--- src/rtl/decode_queue.sv ---
// Fetch-side instruction queue with an RV32I(M) decoder feeding a single
// registered dispatch slot towards the ROB/RS/LSB.
module decode_queue #(
  parameter int unsigned DEPTH = 4,
  parameter int unsigned M_EXT = 0
) (
  input  logic        clk,
  input  logic        rst,
  input  logic        rdy,
  input  logic        jp_wrong,
  input  logic        ins_flag,
  input  logic [31:0] ins,
  input  logic        jp_flag,
  input  logic [31:0] jp_pc,
  output logic        stall_IF,
  input  logic        out_ready,
  output logic        out_valid,
  output logic [4:0]  rd,
  output logic [4:0]  rs1,
  output logic [4:0]  rs2,
  output logic [5:0]  insty,
  output logic [31:0] imm,
  output logic        to_LSB,
  output logic        to_RS,
  output logic        illegal,
  output logic        jp_flag_o,
  output logic [31:0] jp_pc_o
);
  localparam int unsigned PtrW = (DEPTH > 1) ? $clog2(DEPTH) : 1;
  localparam int unsigned CntW = $clog2(DEPTH + 1);

  localparam logic [6:0] OpLui = 7'd55, OpAuipc = 7'd23, OpJal = 7'd111, OpJalr = 7'd103;
  localparam logic [6:0] OpBranch = 7'd99, OpLoad = 7'd3, OpStore = 7'd35;
  localparam logic [6:0] OpImm = 7'd19, OpReg = 7'd51;

  localparam logic [5:0] InstLui = 6'd0, InstAuipc = 6'd1, InstJal = 6'd2, InstJalr = 6'd3;
  localparam logic [5:0] InstBeq = 6'd4, InstBlt = 6'd6, InstLb = 6'd10, InstLbu = 6'd13;
  localparam logic [5:0] InstSb = 6'd15, InstAddi = 6'd18, InstSlti = 6'd19, InstSltiu = 6'd20;
  localparam logic [5:0] InstXori = 6'd21, InstOri = 6'd22, InstAndi = 6'd23, InstSlli = 6'd24;
  localparam logic [5:0] InstSrli = 6'd25, InstSrai = 6'd26, InstAdd = 6'd27, InstSub = 6'd28;
  localparam logic [5:0] InstSll = 6'd29, InstSlt = 6'd30, InstSltu = 6'd31, InstXor = 6'd32;
  localparam logic [5:0] InstOr = 6'd33, InstAnd = 6'd34, InstSrl = 6'd35, InstSra = 6'd36;
  localparam logic [5:0] InstMul = 6'd37, InstNop = 6'd63;

  typedef struct packed {
    logic [31:0] ins;
    logic        jpf;
    logic [31:0] jpc;
  } entry_t;

  typedef struct packed {
    logic [4:0]  rd;
    logic [4:0]  rs1;
    logic [4:0]  rs2;
    logic [5:0]  insty;
    logic [31:0] imm;
    logic        to_lsb;
    logic        to_rs;
    logic        illegal;
    logic        jpf;
    logic [31:0] jpc;
  } dec_t;

  localparam dec_t RstOut = {5'd0, 5'd0, 5'd0, InstNop, 32'd0, 1'b0, 1'b0, 1'b0, 1'b0, 32'd0};

  entry_t          mem_q [DEPTH];
  logic [PtrW-1:0] head_q, head_d, tail_q, tail_d;
  logic [CntW-1:0] count_q, count_d;
  logic            out_valid_q, out_valid_d;
  dec_t            out_q, out_d, dec;
  logic            full, empty, push, pop, ill;
  entry_t          hd;
  logic [31:0]     hi;
  logic [2:0]      f3;

  assign full  = (count_q == CntW'(DEPTH));
  assign empty = (count_q == '0);
  assign push  = ins_flag & rdy & ~jp_wrong & ~full;
  // The entry enqueued this edge is never visible here, so there is no bypass.
  assign pop   = rdy & ~jp_wrong & ~empty & (~out_valid_q | out_ready);

  assign hd = mem_q[head_q];
  assign hi = hd.ins;
  assign f3 = hi[14:12];

  always_comb begin
    ill           = 1'b0;
    dec           = RstOut;
    dec.rd        = hi[11:7];
    dec.rs1       = hi[19:15];
    dec.jpf       = hd.jpf;
    dec.jpc       = hd.jpc;
    unique case (hi[6:0])
      OpLui, OpAuipc: begin
        dec.rs1   = '0;
        dec.imm   = {hi[31:12], 12'h000};
        dec.insty = (hi[6:0] == OpLui) ? InstLui : InstAuipc;
      end
      OpJal: begin
        dec.rs1   = '0;
        dec.imm   = {{11{hi[31]}}, hi[31], hi[19:12], hi[20], hi[30:21], 1'b0};
        dec.insty = InstJal;
      end
      OpJalr: begin
        dec.imm   = {{20{hi[31]}}, hi[31:20]};
        dec.to_rs = 1'b1;
        dec.insty = InstJalr;
      end
      OpBranch: begin
        dec.rd    = '0;
        dec.rs2   = hi[24:20];
        dec.imm   = {{19{hi[31]}}, hi[31], hi[7], hi[30:25], hi[11:8], 1'b0};
        dec.to_rs = 1'b1;
        if (f3[2])       dec.insty = InstBlt + {4'b0, f3[1:0]};
        else if (!f3[1]) dec.insty = InstBeq + {5'b0, f3[0]};
        else             ill = 1'b1;
      end
      OpLoad: begin
        dec.imm    = {{20{hi[31]}}, hi[31:20]};
        dec.to_lsb = 1'b1;
        if (f3 <= 3'd2)                  dec.insty = InstLb + {3'b0, f3};
        else if (f3 == 3'd4 || f3 == 3'd5) dec.insty = InstLbu + {5'b0, f3[0]};
        else                             ill = 1'b1;
      end
      OpStore: begin
        dec.rd     = '0;
        dec.rs2    = hi[24:20];
        dec.imm    = {{20{hi[31]}}, hi[31:25], hi[11:7]};
        dec.to_lsb = 1'b1;
        if (f3 <= 3'd2) dec.insty = InstSb + {3'b0, f3};
        else            ill = 1'b1;
      end
      OpImm: begin
        dec.to_rs = 1'b1;
        dec.imm   = {{20{hi[31]}}, hi[31:20]};
        unique case (f3)
          3'd0: dec.insty = InstAddi;
          3'd2: dec.insty = InstSlti;
          3'd3: dec.insty = InstSltiu;
          3'd4: dec.insty = InstXori;
          3'd6: dec.insty = InstOri;
          3'd7: dec.insty = InstAndi;
          default: begin
            dec.imm   = {27'd0, hi[24:20]};
            dec.insty = (f3 == 3'd1) ? InstSlli : (hi[30] ? InstSrai : InstSrli);
          end
        endcase
      end
      OpReg: begin
        dec.rs2   = hi[24:20];
        dec.to_rs = 1'b1;
        if (hi[31:25] == 7'b0000001) begin
          if (M_EXT != 0) dec.insty = InstMul + {3'b0, f3};
          else            ill = 1'b1;
        end else begin
          unique case (f3)
            3'd0: dec.insty = hi[30] ? InstSub : InstAdd;
            3'd1: dec.insty = InstSll;
            3'd2: dec.insty = InstSlt;
            3'd3: dec.insty = InstSltu;
            3'd4: dec.insty = InstXor;
            3'd5: dec.insty = hi[30] ? InstSra : InstSrl;
            3'd6: dec.insty = InstOr;
            default: dec.insty = InstAnd;
          endcase
        end
      end
      default: ill = 1'b1;
    endcase
    // Illegal instructions still dispatch, but as a routing-free NOP.
    if (ill) begin
      dec.illegal = 1'b1;
      dec.insty   = InstNop;
      dec.to_lsb  = 1'b0;
      dec.to_rs   = 1'b0;
      dec.rd      = '0;
    end
  end

  always_comb begin
    head_d      = head_q;
    tail_d      = tail_q;
    count_d     = count_q;
    out_valid_d = out_valid_q;
    out_d       = pop ? dec : out_q;
    if (jp_wrong) begin
      head_d      = '0;
      tail_d      = '0;
      count_d     = '0;
      out_valid_d = 1'b0;
    end else begin
      if (push) tail_d = tail_q + PtrW'(1);
      if (pop)  head_d = head_q + PtrW'(1);
      if (push && !pop)      count_d = count_q + CntW'(1);
      else if (pop && !push) count_d = count_q - CntW'(1);
      if (pop)                               out_valid_d = 1'b1;
      else if (out_valid_q && out_ready && rdy) out_valid_d = 1'b0;
    end
  end

  always_ff @(posedge clk or posedge rst) begin
    if (rst) begin
      head_q      <= '0;
      tail_q      <= '0;
      count_q     <= '0;
      out_valid_q <= 1'b0;
      out_q       <= RstOut;
    end else begin
      head_q      <= head_d;
      tail_q      <= tail_d;
      count_q     <= count_d;
      out_valid_q <= out_valid_d;
      out_q       <= out_d;
    end
  end

  always_ff @(posedge clk) begin
    if (push) mem_q[tail_q] <= '{ins: ins, jpf: jp_flag, jpc: jp_pc};
  end

  assign stall_IF  = full;
  assign out_valid = out_valid_q;
  assign rd        = out_q.rd;
  assign rs1       = out_q.rs1;
  assign rs2       = out_q.rs2;
  assign insty     = out_q.insty;
  assign imm       = out_q.imm;
  assign to_LSB    = out_q.to_lsb;
  assign to_RS     = out_q.to_rs;
  assign illegal   = out_q.illegal;
  assign jp_flag_o = out_q.jpf;
  assign jp_pc_o   = out_q.jpc;

endmodule

--- config.mk ---
export PLATFORM = sky130hd
export DESIGN_NAME = decode_queue
export DESIGN_NICKNAME = d
export VERILOG_FILES = /design/src/rtl/decode_queue.sv
export SDC_FILE = /design/constraint.sdc
export NUM_CORES = 1
export LEC_CHECK = 0
export BUFFER_PORTS_ARGS = -buffer_cell sky130_fd_sc_hd__buf_4
export CORE_MARGIN = 1
export CORE_UTILIZATION = 53
export CTS_CLUSTER_SIZE = 28
export DETAILED_ROUTE_END_ITERATION = 8
export PLACE_DENSITY = 0.85
export SYNTH_ARGS = -nofsm -noshare
export SYNTH_HDL_FRONTEND = slang
export SYNTH_SLANG_ARGS = --single-unit
--- constraint.sdc ---
create_clock -name clk -period 3.55 [get_ports clk]
set_clock_uncertainty 0.05 [all_clocks]
set_input_delay 0.355 -clock clk [delete_from_list [all_inputs] [get_ports clk]]
set_output_delay 0.355 -clock clk [all_outputs]
set_load 0.02 [all_outputs]
==> impl_metrics.tcl, run 1 <==
set metrics [dict create \
    fin_util_pct 68.1 \
    final_cell_mix "edfxtp_1, buf_4, nand2_1, dfrtp_1, dlygate4sd3_1" \
    gr-total-overflow 0 \
    syn_area_mm2 0.0144 \
    core_mm2 0.0264 \
    min-delay-start "jp_wrong" \
    synthTopCellsByArea "edfxtp_1, dfrtp_1, mux4_2" \
    hold_end "head_q[1]" \
    crit-reg2reg-launch "head_q[0]" \
    path_buf_inv 2 \
    die_w_um 167 \
    cpMostUsedCell "buf_4" \
    syn_area_per_cell_um2 16.5 \
    tightestPinTransition_ns 0.866 \
    syn_inst 873 \
    slew_viol_final 0 \
    critPathTopFamily "simple AND/OR/NAND/NOR gates" \
    wl_um 35000 \
    synth_edf_count 260 \
    startpoint_type "register" \
    port_buffers 161 \
    reg2reg_slack_ns 0.27 \
    synthFlopType "edfxtp_1" \
    antenna_cells 0 \
    grt_max_degree 63 \
    drc 0 \
    stdcell_count 1483 \
    r2r-end "rd[4]" \
    grtUsageTotal_pct 25.8 \
    synth_top_area_share_pct 54.3 \
    start_util_pct 54.6 \
    critPathCaptureType "register" \
    vias_per_cell 6.00 \
    maxCapViolCount 0 \
    cts_tree "built" \
    required_ns 3.95 \
    period_needed_ns 3.28 \
    drt-initial-drc-count 925 \
    hold_viol 0 \
    grt_first_pass_wirelength_um 53900 \
    max-vdd-ir-drop_uv 478 \
    ys_warn_count 0 \
    path_cells "buf_4 > buf_4 > mux4_2 > nor4b_1 > and2_1 > a31o_2 > nor4_4 > a32o_1" \
    fmax_ghz 0.305 \
    tns_ns 0 \
    synthArstFlopShare_pct 27.2 \
    arrival_ns 3.68 \
    cpPeakStageDelay_ns 0.60 \
    chipHeight_um 167 \
    finalNetCount 1206 \
    die_area_mm2 0.0278 \
    layout-drive-gt1-share_pct 30.1 \
    power_density_mw_per_mm2 632 \
    antenna_found_initial 0 \
    cts_buffer_depth 3 \
    gp_congestion 0.943 \
    setup_viol 0 \
    cpMaxStageDelayCell "nor4_4" \
    num_vias 8893 \
    fin_crit_sh_pct 92.5 \
    status "complete, no violations" \
    yosysSeqAreaShare_pct 71.2 \
    cts_max_level 2 \
    synth_cell_types 75 \
    hold_path.class "in2reg" \
    drtPass1Iterations 5 \
    grt_pass1_vias 9303 \
    post_cts_resized 0 \
    crit_path_max_fanout 15 \
    path_class "reg2reg" \
    root_buffer "clkbuf_16" \
    rows 59 \
    whs_path_depth 2 \
    rsz0062_at_grt "false" \
    clk_pin_slew_ns 0.06 \
    relSlewSlack_pct 42.3 \
    reg2reg_depth 8 \
    dp_hpwl_um 21400 \
    synth_top_area_cell "edfxtp_1" \
    ys_ff_latch 357 \
    p_leak_nw 6.84 \
    cts.sinks 357 \
    dp_cells 1348 \
    post_cts_buffers 0 \
    ant_nets 0 \
    io_pins 162 \
    area_growth_pct 24.8 \
    worstSkewPairLatency_ns 0.53 \
    layout_commonest_cell "edfxtp_1" \
    wire_per_inst_um 23.6 \
    numCtsBuffers 38 \
    synth_nets 960 \
]
==> per-layer routing <==
metal | vias up | routed length (µm) | global-route usage [%]
li1 | 3868 | - | -
met1 | 4510 | 13800 | 33.8
met2 | 433 | 17500 | 43.6
met3 | 82 | 2610 | 4.40
met4 | 0 | 1120 | 9.42
met5 | - | 0 | 0
==> synthesized netlist by cell type (all sizes together), types with 6 or more instances <==
master	n
edfxtp	260
nand2	137
dfrtp	91
mux4	65
nor2	32
buf	27
a21oi	23
clkbuf	22
o21ai	22
ha	15
inv	14
nor3	13
a22o	11
a221o	9
and2	9
nor4	8
a22oi	7
a32o	7
mux2	7
a21o	6
dfstp	6
nand2b	6
nor3b	6
==> worst max path at each step <==
stage	end	slack [ns]	from	depth (start not counted)
after global placement	imm[13]	0.39	head_q[0]	8
after CTS	rd[2]	0.29	head_q[0]	8
final	rd[4]	0.27	head_q[0]	8
after global routing	rd[2]	0.04	head_q[0]	8
after floorplan	rd[0]	0.02	head_q[0]	13
after detailed placement	rd[2]	0.31	head_q[0]	8
==> report_power, final <==
part	internal [mW]	total, mW	leakage (nW)	switching, mW
combinational	0.992	2.37	2.63	1.38
clock	2.26	3.86	0.600	1.60
sequential	4.87	5.11	3.61	0.235
==> area by class of cell <==
type,instances,area (µm²)
Fill cell,1646,8400
Tap cell,335,419
Multi-Input combinational cell,453,3870
Clock buffer,59,1120
Clock inverter,10,105
Sequential cell,357,10200
Timing Repair Buffer,255,2130
Inverter,14,55.1
==> state kept, by name, indices dropped and copies added (netlist names) <==
name	cells
rs2	5
rd	5
head_q	2
insty	6
to_RS	1
jp_flag_o	1
to_LSB	1
out_valid	1
tail_q	2
jp_pc_o	32
count_q	3
illegal	1
rs1	5
mem_q	260
imm	32
==> logic make-up (layout without fill, tap and decap cells) <==
group           Yosys count  after routing  share of synthesized area (%)
compound gates          124            124                           6.50
xor+xnor                  2              2                          0.122
fa+ha+maj                16             16                           1.44
buf+inv                  63            338                           2.04
flops                   357            357                           71.2
mux                      75             75                           10.9
simple gates            236            236                           7.74
==> through the flow <==
stage	setup slack, ns	instance area, µm²	total power [mW]	hold WS, ns
floorplan	0.0221	14400	6.53	0.371
global placement	0.391	16100	7.38	0.412
detailed placement	0.306	16100	7.44	0.413
CTS	0.288	17900	11.3	0.0351
global route	0.0409	17900	11.7	0.0581
finish	0.267	17900	11.3	0.0416
==> timing repair <==
| item | in CTS | in global routing |
|---|---|---|
| endpoints found under the setup margin | 0 | 0 |
| hold endpoints to repair | 266 | 0 |
| hold buffers | 66 | 0 |
Power figures use the tool's default switching activity.
==> run 2, diff against run 1 <==
--- a/config.mk
+++ b/config.mk
@@ -11,6 +11,7 @@
 export CTS_CLUSTER_SIZE = 28
 export DETAILED_ROUTE_END_ITERATION = 8
 export PLACE_DENSITY = 0.85
+export REMOVE_ABC_BUFFERS = 1
 export SYNTH_ARGS = -nofsm -noshare
 export SYNTH_HDL_FRONTEND = slang
 export SYNTH_SLANG_ARGS = --single-unit
==> impl_metrics.tcl, run 2 (same netlist as run 1, synthesis figures left out) <==
set metrics [dict create \
    status "complete, no violations" \
    seq_power_share_pct 46.0 \
    io_pins 162 \
    fillers 1707 \
    tightestPinTransition_ns 0.741 \
    cts_buffer_depth 3 \
    hold_path.class "in2reg" \
    relSlewSlack_pct 50.2 \
    start_util_pct 54.6 \
    cts.sinks 357 \
    finalNetCount 1202 \
    power_density_mw_per_mm2 618 \
    drt-initial-drc-count 876 \
    dpl_cell_area_mm2 0.0161 \
    port_buffers 161 \
    vias_per_cell 5.92 \
    p_comb_share_pct 21.2 \
    root_buffer "clkbuf_16" \
    period_needed_ns 3.30 \
    crit-reg2reg-launch "head_q[1]" \
    drtPass1Iterations 5 \
    p_leak_nw 6.80 \
    grt_pass1_vias 9027 \
    worstSkewPairLatency_ns 0.54 \
    fin_crit_sh_pct 92.8 \
    stdcell_count 1479 \
    startpoint_type "register" \
    required_ns 3.88 \
    final_cell_area_mm2 0.0179 \
    clk_pin_slew_ns 0.06 \
    pre_cts_ws_ns 0.301 \
    grt_first_pass_wirelength_um 52200 \
    maxCapViolCount 0 \
    num_vias 8760 \
    hold_end "head_q[1]" \
    r2r-end "insty[1]" \
    busiest_layer "met2" \
    grtUsageMet2_pct 41.4 \
    gr-usage-met3_pct 4.75 \
    path_class "reg2reg" \
    critPathCaptureType "register" \
    numCtsBuffers 36 \
    hold_viol 0 \
    power_frac_clock_pct 32.8 \
    post_cts_buffers 0 \
    antenna_found_initial 1 \
    layout_commonest_cell "edfxtp_1" \
    area_growth_pct 24.3 \
    min-delay-start "jp_wrong" \
    intPower_mw 7.93 \
    grtUsageMet1_pct 32.6 \
    rows 59 \
    grtUsageTotal_pct 24.9 \
    max-vdd-ir-drop_uv 600 \
    gp_congestion 0.901 \
    arrival_ns 3.63 \
    post_cts_resized 0 \
    core_mm2 0.0264 \
    netSwitchingPower_mw 3.12 \
    dp_cells 1346 \
    reg2reg_depth 7 \
    final_cell_mix "edfxtp_1, buf_4, nand2_1, dfrtp_1, dlygate4sd3_1" \
    dp_hpwl_um 21400 \
    layout-drive-gt1-share_pct 30.0 \
    cts_tree "built" \
    setup_viol 0 \
    ant_nets 0 \
    whs_path_depth 2 \
    top_register "mem_q" \
    wire_per_inst_um 22.7 \
    die_w_um 167 \
    swShare_pct 28.2 \
    cts_max_level 2 \
    grt_max_degree 82 \
    reg2reg_slack_ns 0.25 \
    gr-total-overflow 0 \
    chipHeight_um 167 \
    tns_ns 0 \
    crit_path_max_fanout 42 \
    largest_register_ffs 260 \
    rsz0062_at_grt "false" \
    slew_viol_final 0 \
    drc 0 \
    fmax_ghz 0.303 \
    layout_setup_ws_ns 0.254 \
    die_area_mm2 0.0278 \
    wl_um 33600 \
]
## run 2: layout make-up
| type | count | area (µm²) | area share (%) |
|---|---|---|---|
| diodes | 1 | 2.50 | 0.0140 |
| clock buffers | 52 | 1040 | 5.83 |
| clock inverters | 14 | 110 | 0.616 |
| inverters | 14 | 55.1 | 0.308 |
| multi-input cells | 453 | 3870 | 21.7 |
| flip-flops and latches | 357 | 10200 | 57.3 |
| well taps | 335 | 419 | 2.34 |
| repair buffers | 253 | 2130 | 11.9 |
## run 2: what timing repair did
| action | in CTS | in global routing |
|---|---|---|
| hold buffers | 66 | 0 |
| endpoints found under the setup margin | 0 | 0 |
| endpoints found under the hold margin | 306 | 0 |
## run 2: worst max path at each step
stage / startpoint / end / slack [ns] / cells after the start
2_1_floorplan: count_q[2] / imm[20] / -6.23 / 3
5_1_grt: head_q[0] / rd[1] / 0.05 / 9
4_1_cts: head_q[0] / rd[1] / 0.28 / 9
3_3_place_gp: head_q[0] / rd[4] / 0.33 / 9
3_5_place_dp: head_q[0] / rd[1] / 0.30 / 9
6_report: head_q[1] / insty[1] / 0.25 / 7
## run 2: critical path, stage by stage (launching register included)
cell     delay [ns]
dfrtp_4        0.53
buf_4          0.58
mux4_2         0.47
nor4b_1        0.11
and2_1         0.21
a31o_2         0.30
nor4_4         0.62
a41oi_1        0.24
## run 2: layer usage
layer | vias to the layer above | wire (µm)
met5 | - | 0
met4 | 0 | 1220
met3 | 67 | 2470
met2 | 392 | 16700
met1 | 4446 | 13300
li1 | 3855 | -
## run 2: power by group through the flow
stage	Sequential [mW]	Clock (mW)	Combinational, mW
floorplan	5.55	0	0.977
global placement	5.15	0	2.24
detailed placement	5.16	0	2.28
CTS	5.09	3.66	2.36
global route	5.13	3.82	2.52
finish	5.09	3.62	2.34
## run 2: through the flow
step | power, mW | utilization [%] | hold WS [ns]
after floorplan | 6.52 | - | 0.371
after global placement | 7.38 | 60.9 | 0.413
after detailed placement | 7.44 | 60.9 | 0.413
after CTS | 11.1 | 67.8 | 0.0287
after global routing | 11.5 | 67.8 | 0.0254
final | 11.1 | 67.8 | 0.0442
